File: config.mk
export PLATFORM = sky130hd
export DESIGN_NAME = ucie_ctl_rx_buf_sched_flat
export DESIGN_NICKNAME = d
export VERILOG_FILES = /design/src/rtl/ucie_ctl_rx_buf_sched_if.sv /design/src/rtl/ucie_ctl_rx_buf_sched.sv /design/src/flat_wrapper.sv
export SDC_FILE = /design/constraint.sdc
export NUM_CORES = 1
export LEC_CHECK = 0
export ABC_CLOCK_PERIOD_IN_PS = 5100
export BUFFER_PORTS_ARGS = -buffer_cell sky130_fd_sc_hd__buf_2
export CORE_UTILIZATION = 30
export DETAILED_ROUTE_END_ITERATION = 8
export GPL_TIMING_DRIVEN = 0
export SYNTH_ARGS = -nofsm -noshare
export SYNTH_HDL_FRONTEND = slang
export SYNTH_SLANG_ARGS = --single-unit
File: constraint.sdc
create_clock -name i_clk -period 5.1 [get_ports i_clk]
set_input_delay 0.765 -clock i_clk [delete_from_list [all_inputs] [get_ports i_clk]]
set_output_delay 0.765 -clock i_clk [all_outputs]
set_load 0.005 [all_outputs]
File: src/rtl/ucie_ctl_rx_buf_sched_if.sv
// Bundle of RX buffer scheduler signals: RX FSM/datapath write side, consumer read
// side and status. master = RX FSM / datapath / consumers, slave = the scheduler.
// Credit signals are present only when UCIE_CTL_RX_CREDIT_EN is defined.
interface ucie_ctl_rx_buf_sched_if #(
  parameter int DATA_W  = 32,
  parameter int DEPTH   = 8,
  parameter int NUM_REQ = 4
);
  localparam int CW = $clog2(DEPTH) + 1;

  logic               i_buffer_enable;
  logic               i_wr_valid;
  logic [DATA_W-1:0]  i_wr_data;
  logic [NUM_REQ-1:0] i_rd_req;
  logic [NUM_REQ-1:0] o_rd_grant;
  logic               o_rd_valid;
  logic [DATA_W-1:0]  o_rd_data;
  logic [CW-1:0]      o_count;
  logic               o_full;
  logic               o_empty;
  logic               o_overflow_detected;
`ifdef UCIE_CTL_RX_CREDIT_EN
  logic               o_credit_return;
  logic [CW-1:0]      o_credits_avail;

  modport master (
    output i_buffer_enable, i_wr_valid, i_wr_data, i_rd_req,
    input  o_rd_grant, o_rd_valid, o_rd_data, o_count, o_full, o_empty,
           o_overflow_detected, o_credit_return, o_credits_avail
  );
  modport slave (
    input  i_buffer_enable, i_wr_valid, i_wr_data, i_rd_req,
    output o_rd_grant, o_rd_valid, o_rd_data, o_count, o_full, o_empty,
           o_overflow_detected, o_credit_return, o_credits_avail
  );
`else
  modport master (
    output i_buffer_enable, i_wr_valid, i_wr_data, i_rd_req,
    input  o_rd_grant, o_rd_valid, o_rd_data, o_count, o_full, o_empty,
           o_overflow_detected
  );
  modport slave (
    input  i_buffer_enable, i_wr_valid, i_wr_data, i_rd_req,
    output o_rd_grant, o_rd_valid, o_rd_data, o_count, o_full, o_empty,
           o_overflow_detected
  );
`endif
endinterface

File: src/rtl/ucie_ctl_rx_buf_sched.sv
// UCIe controller RX buffer scheduler: DEPTH-entry flit FIFO written by the RX
// datapath while the link is ACTIVE, read port shared round-robin among NUM_REQ
// consumers, overflow pulse on dropped writes, flush when the link leaves ACTIVE.
// Optional credit outputs are enabled by defining UCIE_CTL_RX_CREDIT_EN.
module ucie_ctl_rx_buf_sched #(
  parameter int DATA_W  = 32,
  parameter int DEPTH   = 8,
  parameter int NUM_REQ = 4
) (
  input logic                    i_clk,
  input logic                    i_rst,
  ucie_ctl_rx_buf_sched_if.slave bus
);
  localparam int PW = $clog2(DEPTH);
  localparam int CW = PW + 1;
  localparam int RW = $clog2(NUM_REQ);
  localparam int IW = RW + 1;

  typedef enum logic [1:0] {IDLE, SERVE, FLUSH} state_t;

  state_t             state;
  logic [DATA_W-1:0]  mem [DEPTH];
  logic [PW-1:0]      wr_ptr;
  logic [PW-1:0]      rd_ptr;
  logic [CW-1:0]      count;
  logic [CW-1:0]      count_next;
  logic [RW-1:0]      rr_ptr;
  logic [RW-1:0]      rr_next;
  logic [RW-1:0]      win_idx;
  logic [NUM_REQ-1:0] win_oh;
  logic [IW-1:0]      idx;
  logic               found;
  logic               en_d;
  logic               full_now;
  logic               flush_go;
  logic               do_pop;
  logic               push;
  logic               drop;

  assign bus.o_count = count;

  // Round-robin search: first requester at or above rr_ptr, wrapping around.
  always_comb begin
    win_oh  = '0;
    win_idx = '0;
    found   = 1'b0;
    idx     = '0;
    for (int k = 0; k < NUM_REQ; k++) begin
      idx = IW'(rr_ptr) + IW'(k);
      if (idx >= IW'(NUM_REQ)) idx = idx - IW'(NUM_REQ);
      if (!found && bus.i_rd_req[idx[RW-1:0]]) begin
        found   = 1'b1;
        win_idx = idx[RW-1:0];
      end
    end
    win_oh  = NUM_REQ'(1) << win_idx;
    rr_next = (win_idx == RW'(NUM_REQ - 1)) ? '0 : win_idx + RW'(1);
  end

  // Per-cycle push/pop/flush decisions and next occupancy.
  always_comb begin
    full_now = (count == CW'(DEPTH));
    // In SERVE enable was high last cycle, so a low enable is always a falling edge.
    flush_go = ((state == IDLE) && en_d && !bus.i_buffer_enable) ||
               ((state == SERVE) && !bus.i_buffer_enable);
    // A pop launched here is presented (registered) next cycle, i.e. in SERVE.
    do_pop   = (state != FLUSH) && bus.i_buffer_enable && (|bus.i_rd_req) &&
               (count != '0);
    // A same-cycle pop frees the slot, so a write at full is still accepted.
    push     = bus.i_buffer_enable && bus.i_wr_valid && (!full_now || do_pop);
    drop     = bus.i_buffer_enable && bus.i_wr_valid && full_now && !do_pop;
    count_next = count;
    if (flush_go)              count_next = '0;
    else if (push && !do_pop)  count_next = count + CW'(1);
    else if (do_pop && !push)  count_next = count - CW'(1);
  end

  // Flit storage, write port only; no reset so it maps onto block RAM.
  always_ff @(posedge i_clk) begin
    if (push) mem[wr_ptr] <= bus.i_wr_data;
  end

  // Scheduler FSM with pointers, occupancy and all registered outputs.
  always_ff @(posedge i_clk or posedge i_rst) begin
    if (i_rst) begin
      state                   <= IDLE;
      wr_ptr                  <= '0;
      rd_ptr                  <= '0;
      count                   <= '0;
      rr_ptr                  <= '0;
      en_d                    <= 1'b0;
      bus.o_rd_grant          <= '0;
      bus.o_rd_valid          <= 1'b0;
      bus.o_rd_data           <= '0;
      bus.o_full              <= 1'b0;
      bus.o_empty             <= 1'b1;
      bus.o_overflow_detected <= 1'b0;
`ifdef UCIE_CTL_RX_CREDIT_EN
      bus.o_credit_return     <= 1'b0;
      bus.o_credits_avail     <= CW'(DEPTH);
`endif
    end else begin
      en_d                    <= bus.i_buffer_enable;
      bus.o_overflow_detected <= drop;
      count                   <= count_next;
      bus.o_full              <= (count_next == CW'(DEPTH));
      bus.o_empty             <= (count_next == '0);
`ifdef UCIE_CTL_RX_CREDIT_EN
      bus.o_credit_return     <= do_pop;
      bus.o_credits_avail     <= CW'(DEPTH) - count_next;
`endif
      if (flush_go) begin
        // Contents discarded; arbitration fairness (rr_ptr) carries over.
        state          <= FLUSH;
        wr_ptr         <= '0;
        rd_ptr         <= '0;
        bus.o_rd_grant <= '0;
        bus.o_rd_valid <= 1'b0;
      end else begin
        if (push) wr_ptr <= wr_ptr + PW'(1);
        if (do_pop) begin
          // Read happens before this edge's write, so push+pop at full returns the old head.
          state          <= SERVE;
          rd_ptr         <= rd_ptr + PW'(1);
          rr_ptr         <= rr_next;
          bus.o_rd_grant <= win_oh;
          bus.o_rd_valid <= 1'b1;
          bus.o_rd_data  <= mem[rd_ptr];
        end else begin
          state          <= IDLE;
          bus.o_rd_grant <= '0;
          bus.o_rd_valid <= 1'b0;
        end
      end
    end
  end
endmodule
File: src/flat_wrapper.sv
// flat-port wrapper written by rule: the top's interface ports become plain ports
module ucie_ctl_rx_buf_sched_flat 
#(
  parameter int DATA_W  = 32,
  parameter int DEPTH   = 8,
  parameter int NUM_REQ = 4
)
  (i_clk, i_rst, bus_i_buffer_enable, bus_i_wr_valid, bus_i_wr_data, bus_i_rd_req, bus_o_rd_grant, bus_o_rd_valid, bus_o_rd_data, bus_o_count, bus_o_full, bus_o_empty, bus_o_overflow_detected);
  ucie_ctl_rx_buf_sched_if #(.DATA_W(DATA_W), .DEPTH(DEPTH), .NUM_REQ(NUM_REQ)) bus_i ();
  input logic i_clk;
  input logic i_rst;
  input wire logic [$bits(bus_i.i_buffer_enable)-1:0] bus_i_buffer_enable;
  input wire logic [$bits(bus_i.i_wr_valid)-1:0] bus_i_wr_valid;
  input wire logic [$bits(bus_i.i_wr_data)-1:0] bus_i_wr_data;
  input wire logic [$bits(bus_i.i_rd_req)-1:0] bus_i_rd_req;
  output wire logic [$bits(bus_i.o_rd_grant)-1:0] bus_o_rd_grant;
  output wire logic [$bits(bus_i.o_rd_valid)-1:0] bus_o_rd_valid;
  output wire logic [$bits(bus_i.o_rd_data)-1:0] bus_o_rd_data;
  output wire logic [$bits(bus_i.o_count)-1:0] bus_o_count;
  output wire logic [$bits(bus_i.o_full)-1:0] bus_o_full;
  output wire logic [$bits(bus_i.o_empty)-1:0] bus_o_empty;
  output wire logic [$bits(bus_i.o_overflow_detected)-1:0] bus_o_overflow_detected;
  assign bus_i.i_buffer_enable = bus_i_buffer_enable;
  assign bus_i.i_wr_valid = bus_i_wr_valid;
  assign bus_i.i_wr_data = bus_i_wr_data;
  assign bus_i.i_rd_req = bus_i_rd_req;
  assign bus_o_rd_grant = bus_i.o_rd_grant;
  assign bus_o_rd_valid = bus_i.o_rd_valid;
  assign bus_o_rd_data = bus_i.o_rd_data;
  assign bus_o_count = bus_i.o_count;
  assign bus_o_full = bus_i.o_full;
  assign bus_o_empty = bus_i.o_empty;
  assign bus_o_overflow_detected = bus_i.o_overflow_detected;
  ucie_ctl_rx_buf_sched #(.DATA_W(DATA_W), .DEPTH(DEPTH), .NUM_REQ(NUM_REQ)) u_core (.i_clk(i_clk), .i_rst(i_rst), .bus(bus_i));
endmodule
==> results <==
- The run finished with clean final reports.
- Using the TritonRoute via totals, the vias-per-cell ratio works out to 4.67.
- The post-detailed-placement half-perimeter wirelength is 16.8 mm.
- Summed over all instances, the cell type with the most area after synthesis is sky130_fd_sc_hd__edfxtp_1.
- The cell area after technology mapping is 0.0119 sq mm.
- The final wirelength is 26.0 mm.
- Entering global routing, the biggest net connects 31 pins.
- In the final design database the tool counted 785 nets.
- The worst max-slew margin expressed relative to the limit is 34.2%.
- The number of warnings printed during yosys synthesis is 0.
- The type of destination of the critical path is a flop.
- Relative to the synthesized area, the layout overhead comes to 19.7%.
- The proportion of synthesized chip area in sequential cells is 75.7%.
- Derived from the worst setup path, the maximum achievable clock frequency is 313 MHz.
- The post-synthesis net count is 656.
- For this configuration, the core starts out at a cell density of 30.7%.
- IR analysis of the VDD net gives a maximum drop of 0.000318 V.
- The horizontal die dimension is 201 um.
- The relative contribution of the clock network to total power is 31.0%.
- STA classifies the critical path startpoint as a flop.
- The number of design rule violations left after detail routing is 0.
- After routing the design area is 0.0143 sq mm.
- The measured slew at the worst slew-check pin is 0.987 ns.
- sky130_fd_sc_hd__edfxtp_1 is the most common cell in the netlist.
- The predominant post-synthesis flop cell is sky130_fd_sc_hd__edfxtp_1.
- The cell type of the slowest stage on the worst timing path is sky130_fd_sc_hd__nor3_2.
- The final design utilization is 36.7%.
- The buffer levels on the longest clock path is 3.
- The number of antenna-violating nets in the routed design is 0.
- Sorting the synthesized cells by how often they occur yields 256 x sky130_fd_sc_hd__edfxtp_1, 64 x sky130_fd_sc_hd__mux4_2, 53 x sky130_fd_sc_hd__dfrtp_1.
- Per report_power, the combinational group accounts for 25.2% of the total.
- In the post-synthesis netlist, the biggest area contributors are sky130_fd_sc_hd__edfxtp_1 64%, sky130_fd_sc_hd__mux4_2 12%, sky130_fd_sc_hd__dfrtp_1 11%.
- The number of maximum-capacitance violations is 0.
- TritonCTS built the clock tree.
- After clock tree synthesis, the clock-pin slew on the worst setup and hold paths is 0.06 ns.
- 84 I/O pins were placed.
- The arrival time at the worst endpoint is 3.46 ns.
- The hold violation total from the final report is 0.
- The internal portion of the total power is 5.26 mW.
- The number of iterations in the first detailed-routing pass is 4.
- In the final layout, the share of cells above drive strength 1 is 30.9%.
- The setup path with the least slack is of type reg -> reg.
- In this run, the number of DRC markers left after iteration 0 of detailed routing was 484.
- The maximum cell stage delay along the critical path is 0.73 ns.
- The number of sinks on the clock net is 310.
- The via count of the first global-routing pass is 6,215.
- At the end of routability-driven placement, the weighted congestion stood at 0.699.
- The ratio of total power to cell area is 513 mW/mm^2.
- The post-route clock skew is 0.0129 ns.
- The analysis attributes to cell leakage a power of 4.79 nW.
- Net switching is 28.3% of the power.
- The insertion delay to the later sink of the worst-skew pair is 0.56 ns.
- In this run the clock root is driven by a sky130_fd_sc_hd__clkbuf_16.
- Counting flops with a built-in enable in the synthesized netlist gives 256.
- The worst hold path belongs to the class in -> async.
- The routed length per instance is 20.3 um.
- The floorplan step defined a core boundary enclosing 0.0389 sq mm.
- The number of cells upsized or downsized after cts is 0.
- Sequential cells burn 43.7% of the power.
- The die span in y is 201 um.
- The post-place instance area is 0.0133 sq mm.
- Synthesis produced a netlist whose cell count is 608.
- The initial antenna violation count is 4.
- The floorplan row count is 72.
- Setup violations remaining at the end of the flow were counted as 0.
- The average instance area after synthesis is 19.6 sq um.
- The wire length of the first global-routing pass is 39.4 mm.
- Buffers inserted during clock tree synthesis total 30.
- Setup repair after global routing left no endpoint under its margin.
- The maximum level of the CTS H-tree is 1.
- The number of setup buffers added after CTS is 0.
- The final cycle utilization of the critical path is 62.7%.
- The max-slew violation total from the final report is 0.
- The endpoint required time on the critical path is 5.36 ns.
- Synthesis inferred 310 register bits.
- The most repeated library cell on the critical path is sky130_fd_sc_hd__buf_6.
- The setup TNS is 0 ns.
- The shortest clock period the worst path allows after layout is 3.20 ns.
- The total via count after detailed routing is 5,967.
- The global-route congestion overflow total is 0.
- The synthesized netlist contains 46 unique library cells.
- The critical-path maximum fanout is 9.
- The overall die area is 0.0406 sq mm.
- The signal on the critical path passes through inv_1, ha_1, nand3b_1, o21a_1, nand2b_1, nor3_2, buf_8, buf_6, buf_6.
- The count of input and output buffers is 83.
- In this run, post-CTS hold repair placed 0 buffers.
- The async set or reset register ratio after synthesis is 17.4%.
- Of the post-synthesis cell area, the dominant cell type holds 64.4%.
- Summed over all nets, the switching power comes to 2.08 mW.
- The power after layout is 7.34 mW.
- The combined global-route utilization of all metal layers is 12.9%.
## state kept, by name (all words and copies together), names as in the netlist
register / cells
u_core.bus.o_count: 4
u_core.bus.o_rd_data: 32
u_core.en_d: 1
u_core.bus.o_full: 1
u_core.state: 2
u_core.rr_ptr: 2
u_core.mem: 256
u_core.bus.o_rd_grant: 4
u_core.wr_ptr: 3
u_core.bus.o_overflow_detected: 1
u_core.rd_ptr: 3
u_core.bus.o_empty: 1
## metrics by stage
stage	worst slack, ns	instances	hold WS (ns)
2_1_floorplan	1.08	608	0.518
3_3_place_gp	-1.65	1209	0.503
3_5_place_dp	1.67	1223	0.510
4_1_cts	1.91	1278	0.316
5_1_grt	1.67	1278	0.351
6_report	1.90	1279	0.300
## worst paths after layout
kind,from,to,slack [ns],cells past startpoint
setup / recovery,u_core.bus.o_count[0],u_core.mem[0][9],1.90,9
hold / removal,i_rst,u_core.bus.o_rd_grant[0],0.30,2
setup reg to reg,u_core.bus.o_count[0],u_core.mem[0][9],1.90,9
hold reg to reg,u_core.bus.o_rd_data[13],u_core.bus.o_rd_data[13],0.52,2
max in group asynchronous,i_rst,u_core.bus.o_rd_data[21],4.18,3
min in group i_clk,bus_i_buffer_enable,u_core.en_d,0.42,1
## area by class of cell
cell class / count / area [sq um]
Clock buffer: 43 / 810
Multi-Input combinational cell: 262 / 2790
Clock inverter: 12 / 200
Timing Repair Buffer: 97 / 638
Tap cell: 518 / 648
Fill cell: 3647 / 24600
Buffer: 27 / 130
Antenna cell: 1 / 2.50
Inverter: 9 / 33.8
Sequential cell: 310 / 9040
## placed cells by master (no fill, tap or decap), types with 3 or more instances in the layout
cell                        netlist  layout
sky130_fd_sc_hd__buf_6            0       6
sky130_fd_sc_hd__nand2_1         10      10
sky130_fd_sc_hd__mux4_2          64      64
sky130_fd_sc_hd__a21oi_1         40      40
sky130_fd_sc_hd__clkbuf_1        12      24
sky130_fd_sc_hd__ha_1             8       8
sky130_fd_sc_hd__mux2i_1         34      34
sky130_fd_sc_hd__o21ai_1          3       3
sky130_fd_sc_hd__nor2_4           0       6
sky130_fd_sc_hd__and2_1           6       6
sky130_fd_sc_hd__nor3_1           6       4
sky130_fd_sc_hd__edfxtp_1       256     256
sky130_fd_sc_hd__buf_4            4       4
sky130_fd_sc_hd__o21a_1           3       3
sky130_fd_sc_hd__bufinv_16        0       5
sky130_fd_sc_hd__clkinv_2         0       3
sky130_fd_sc_hd__buf_12           0       7
sky130_fd_sc_hd__dfrtp_1         53      53
sky130_fd_sc_hd__nor2_1          47      41
sky130_fd_sc_hd__nand2b_1         7       7
sky130_fd_sc_hd__buf_2           11      94
sky130_fd_sc_hd__inv_1            7       6
sky130_fd_sc_hd__clkbuf_16        0      30
sky130_fd_sc_hd__nor2b_1          3       3
## cells by family after synthesis
| logic type | after synthesis | share of synthesized area [%] |
|---|---|---|
| adder cells (fa/ha/maj) | 8 | 0.839 |
| buffers and inverters | 36 | 1.37 |
| flip-flops | 310 | 75.7 |
| XOR/XNOR | 3 | 0.220 |
| multiplexers | 98 | 14.9 |
| AND/OR/NAND/NOR | 94 | 3.97 |
| AO/OA/AOI/OAI | 59 | 2.93 |
## critical path, delay by kind of cell (launching register included)
family	cells	cell delay, ns
simple gates	3	1.19
flops	1	0.48
buf+inv	4	0.72
compound gates	1	0.24
fa+ha+maj	1	0.27
## routing by layer
metal	track usage [%]	part of all wire (%)	vias to the layer above
met5	0	0.14	-
li1	-	-	2693
met3	2.92	6.7	30
met1	18.7	45	3076
met4	2.33	1.3	6
met2	20.1	46	162
## power groups by stage
stage | Clock (mW) | Combinational, mW | Sequential (mW)
floorplan | 0 | 1.21 | 3.25
global placement | 0 | 1.81 | 3.27
detailed placement | 0 | 1.90 | 3.26
CTS | 2.33 | 1.91 | 3.21
global route | 2.43 | 2.05 | 3.24
finish | 2.28 | 1.85 | 3.21
Note: power is estimated with default switching activity, not from simulation.
